===== config.mk =====
export PLATFORM = sky130hd
export DESIGN_NAME = instr_fetch_unit
export DESIGN_NICKNAME = d
export VERILOG_FILES = /design/src/rtl/instr_fetch_unit.sv
export SDC_FILE = /design/constraint.sdc
export NUM_CORES = 1
export LEC_CHECK = 0
export BUFFER_PORTS_ARGS = -buffer_cell sky130_fd_sc_hd__buf_4
export CAP_MARGIN = 10
export CORE_ASPECT_RATIO = 0.9
export CORE_MARGIN = 2
export CORE_UTILIZATION = 25
export DETAILED_ROUTE_END_ITERATION = 6
export RECOVER_POWER = 100
export SYNTH_ARGS = -nofsm -noshare
export SYNTH_HDL_FRONTEND = slang
export SYNTH_SLANG_ARGS = --single-unit

===== constraint.sdc =====
create_clock -name clk -period 8.35 [get_ports clk]
set_clock_uncertainty 0.05 [all_clocks]
set_input_delay 0.4175 -clock clk [delete_from_list [all_inputs] [get_ports clk]]
set_output_delay 0.4175 -clock clk [all_outputs]
set_load 0.05 [all_outputs]

===== src/rtl/instr_fetch_unit.sv =====
// Fetch stage: owns the PC and IF/ID register, handles stall, redirect and end-of-program halt.
// Optional performance counters are built when FETCH_PERF_CNT_EN is defined.
module instr_fetch_unit #(
    parameter logic [31:0] RESET_PC = 32'd0,
    parameter logic [31:0] PC_LIMIT = 32'd84
) (
    input  logic        clk,
    input  logic        reset,
    input  logic        stall,
    input  logic        branch_taken,
    input  logic [31:0] branch_target,
    input  logic [31:0] instr_in,
    output logic [31:0] read_addr,
    output logic [31:0] if_id_instr,
    output logic [31:0] if_id_pc,
    output logic        if_id_valid,
    output logic        halted,
    output logic        misalign_err,
    output logic [31:0] fetch_count,
    output logic [31:0] stall_cycles
);

    typedef enum logic [1:0] {IDLE, RUN, HALT} state_t;

    state_t      state_q;
    logic [31:0] pc_q;
    logic [31:0] instr_q;
    logic [31:0] ifid_pc_q;
    logic        valid_q;
    logic        halted_q;
    logic        misalign_q;

    logic [31:0] redirect_pc;
    logic        target_misaligned;
    logic        capture_en;

    assign redirect_pc       = {branch_target[31:2], 2'b00};
    assign target_misaligned = |branch_target[1:0];
    assign capture_en        = (state_q == RUN) && !branch_taken && !stall && (pc_q <= PC_LIMIT);

    always_ff @(posedge clk or posedge reset) begin
        if (reset) begin
            state_q    <= IDLE;
            pc_q       <= RESET_PC;
            instr_q    <= 32'd0;
            ifid_pc_q  <= 32'd0;
            valid_q    <= 1'b0;
            halted_q   <= 1'b0;
            misalign_q <= 1'b0;
        end else begin
            case (state_q)
                IDLE: state_q <= RUN;
                RUN: begin
                    if (branch_taken) begin
                        pc_q    <= redirect_pc;
                        valid_q <= 1'b0;
                        if (target_misaligned) misalign_q <= 1'b1;
                    end else if (!stall) begin
                        if (capture_en) begin
                            instr_q   <= instr_in;
                            ifid_pc_q <= pc_q;
                            valid_q   <= 1'b1;
                            pc_q      <= pc_q + 32'd4;
                        end else begin
                            valid_q  <= 1'b0;
                            halted_q <= 1'b1;
                            state_q  <= HALT;
                        end
                    end
                end
                HALT: begin
                    // A redirect out of HALT re-enters RUN; an out-of-range target halts again next edge.
                    if (branch_taken) begin
                        pc_q     <= redirect_pc;
                        valid_q  <= 1'b0;
                        halted_q <= 1'b0;
                        state_q  <= RUN;
                        if (target_misaligned) misalign_q <= 1'b1;
                    end
                end
                default: state_q <= IDLE;
            endcase
        end
    end

`ifdef FETCH_PERF_CNT_EN
    logic [31:0] fetch_cnt_q;
    logic [31:0] stall_cnt_q;
    logic        stall_count_en;

    assign stall_count_en = (state_q == RUN) && stall && !branch_taken;

    always_ff @(posedge clk or posedge reset) begin
        if (reset) begin
            fetch_cnt_q <= 32'd0;
            stall_cnt_q <= 32'd0;
        end else begin
            if (capture_en)     fetch_cnt_q <= fetch_cnt_q + 32'd1;
            if (stall_count_en) stall_cnt_q <= stall_cnt_q + 32'd1;
        end
    end

    assign fetch_count  = fetch_cnt_q;
    assign stall_cycles = stall_cnt_q;
`else
    assign fetch_count  = 32'd0;
    assign stall_cycles = 32'd0;
`endif

    assign read_addr    = pc_q;
    assign if_id_instr  = instr_q;
    assign if_id_pc     = ifid_pc_q;
    assign if_id_valid  = valid_q;
    assign halted       = halted_q;
    assign misalign_err = misalign_q;

endmodule


==> run metrics <==
pin count of the biggest net entering global routing=73; setup TNS=0 ns; worst setup margin=3.82 ns; switching share of total power=0.471; Worst Path Max Fanout=69; CP endpoint kind=flop; detailed router's first-iteration violation count=130; R2R depth=6; number of synthesized flops with an enable pin=0; Slew @ Worst Pin=2.85 ns; commonest non-fill, non-tap cell in the layout=dfrtp_1; number of max-cap violations=1; CP Class=reg2reg; register area share after synthesis=0.501; unique cell type count in the Yosys netlist=51; relative slew slack=-0.902; GR Util All Layers=0.123; Clk network pwr share=0.240; max-slew violations=70; Fin. Hold Viols=0; Vias=3583; proportion of synthesized area in mux cells=0.112; Arr. time, crit path=4.69 ns; vias in the first global route=3321; Final Critical Period=4.53 ns; Antenna Nets Post-Route=0; GP Congestion=0.776; Synthesis Warnings=0; synthesized cell area=4840 µm²; Port Buf Inserts=162; Reg-to-Reg Start=state_q[1]$_DFFE_PP0P_; crit path max-delay cell type=nand3_1; top post-synthesis cells by area=dfrtp_1 50%, buf_4 11%, mux2_4 11%, and2_1 3.4%, nor2_1 2.2%; Non-Filler Instances=839; area share of fa/ha/maj cells after synthesis=0.0155; Die Y=136 µm; gr ovfl total=0; Synth Flop Type=dfrtp_1; commonest cells after routing, fill and taps aside=97 x dfrtp_1, 95 x clkbuf_1, 68 x conb_1, 68 x buf_4, 34 x mux2_1; Clk Latency, worst-skew pair=0.35 ns; Post-synth ARST share=1.00; RSZ-0062 raised after global routing=no; sequential cell area=2430 µm²; Resize count post-CTS=0; Layout Nets=658; Worst Min Path Start=branch_target[30]; Die W=151 µm; Synth Instances=430; XOR/XNOR share of the synthesized area=0; first-pass GRT wire length=19.2 mm; Clock Path Buffers=2; sequential share of power=0.373; WL final=13.0 mm; average size of a mapped cell=11.3 µm²; Simple-Gate Fraction of Synth Area=0.138; Reg clk slew, reported paths=0.07 ns; CP cell instances=inv_1, ha_1, nor4b_1, and3_2, nand3_1, mux2_1; Tcrit/Tclk final=0.543; compound-gate portion of the synthesized area=0.0922; CTS H-Tree Depth=3; largest family of logic cells by synthesized area=buffers and inverters; Synth area leader=dfrtp_1; Critical Path RT=8.51 ns; CP max stage delay=1.92 ns; ratio of cells with drive above 1 in the final layout=0.161; Core Box Area=19100 µm²; Hold EP=read_addr[30]$_DFFE_PP0P_; Core Rows=48; Critical Path Source Type=flop; FF-to-FF End=if_id_instr[28]$_DFFE_PP0P_; first-pass detailed-route iteration total=4; flops & latches, synth=97; combinational power share=0.387; Sink Count=97; CTS tree=yes; Wirelength per Cell=15.5 µm; P_sw=0.804 mW; Detailed Place HPWL=9.45 mm; Starting Density=0.254; Residual DRC=0; DP Cell Count=822; initial antenna violation count=0; HP Class=in2reg; P_int=0.903 mW; violations in the final reports=capacitance limit, slew limit; final setup vio count=0; outcome=finished, violations left; diodes inserted=0; TritonCTS Buffers=9; Clock Root Buffer=clkbuf_16; filler instances=2082; num ports=231; dpl ws=5.45 ns; power per cell area=294 nW/µm²; Post-CTS Setup Repair Bufs=0; internal reg-to-reg setup slack=3.82 ns; FMAX=221 MHz; Max VDD drop=0.159 mV; footprint of the multi-input gates=1840 µm²; post-synth top area share=0.501; area delta synth->final=19.7%; DR vias/cell=4.27; die area=20500 µm²; Hold Crit Depth=3; Leak=2.78 nW; CTS Hold Bufs=1
## power by group through the flow
| stage | sequential [mW] | combinational (mW) | clock [mW] |
|---|---|---|---|
| CTS | 0.637 | 0.724 | 0.429 |
| floorplan | 0.828 | 0.337 | 0 |
| global placement | 0.644 | 0.715 | 0 |
| global route | 0.649 | 0.711 | 0.447 |
| detailed placement | 0.646 | 0.721 | 0 |
| finish | 0.637 | 0.661 | 0.409 |
## synth_stat cells (3+ instances only)
library cell,count
dfrtp_1,97
o32ai_1,4
a31oi_1,5
clkbuf_1,4
nor3b_1,3
ha_1,6
mux2i_1,3
inv_1,10
nand4_1,3
nor2_1,28
o21ai_0,14
nand3_1,12
and3_1,5
nand2_1,18
a21oi_1,19
and2_1,26
o211ai_1,3
o22ai_1,6
nor4_1,6
a31o_2,3
buf_6,5
buf_4,70
a22oi_1,4
buf_2,9
mux2_4,34
## flip-flops by register name, summed over array words and instances, names as in the netlist
register and count:
halted 1, if_id_instr 32, if_id_pc 30, if_id_valid 1, misalign_err 1, read_addr 30, state_q 2
## logic make-up after synthesis
group,Yosys count
flops,97
buf+inv,99
compound gates,70
simple gates,120
fa+ha+maj,6
mux,37
other cells,1
## metrics by stage
step | instance area (µm²) | hold slack (ns) | util | total power [mW]
floorplan | 5090 | 0.436 | - | 1.16
global placement | 6000 | 0.365 | 0.314 | 1.36
detailed placement | 6000 | 0.371 | 0.314 | 1.37
CTS | 6300 | 0.190 | 0.330 | 1.79
global route | 5800 | 0.213 | 0.304 | 1.81
finish | 5800 | 0.206 | 0.304 | 1.71
## worst max-delay path by stage
stage | startpoint | endpoint | slack, ns | cells past startpoint
after floorplan | reset | halted$_DFFE_PP0P_ | 5.35 | 1
after global placement | state_q[1]$_DFFE_PP0P_ | state_q[1]$_DFFE_PP0P_ | 5.53 | 7
after detailed placement | state_q[1]$_DFFE_PP0P_ | if_id_instr[28]$_DFFE_PP0P_ | 5.45 | 6
after CTS | state_q[1]$_DFFE_PP0P_ | if_id_instr[29]$_DFFE_PP0P_ | 5.44 | 6
after global routing | state_q[1]$_DFFE_PP0P_ | if_id_instr[28]$_DFFE_PP0P_ | 3.29 | 6
final | state_q[1]$_DFFE_PP0P_ | if_id_instr[28]$_DFFE_PP0P_ | 3.82 | 6
## worst max-delay path, delay by kind of cell (launching register included)
kind / cells / cell delay [ns]
mux: 1 / 1.10
flops: 1 / 0.40
simple gates: 3 / 2.43
fa+ha+maj: 1 / 0.30
buf+inv: 1 / 0.09
## metal layers
layer / vias up / share of wire / GRT usage
li1: 1661 / - / -
met1: 1764 / 0.45 / 0.166
met2: 145 / 0.46 / 0.190
met3: 13 / 0.085 / 0.0372
met4: 0 / 0.013 / 0.0353
met5: - / 0 / 0
## cell type report
class / instances / area share
Multi-Input combinational cell: 301 / 0.318
Clock inverter: 6 / 0.00863
Inverter: 10 / 0.00669
Tap cell: 250 / 0.0540
Timing Repair Buffer: 165 / 0.153
Sequential cell: 97 / 0.419
Clock buffer: 10 / 0.0412
Note: power is estimated with default switching activity, not from simulation.
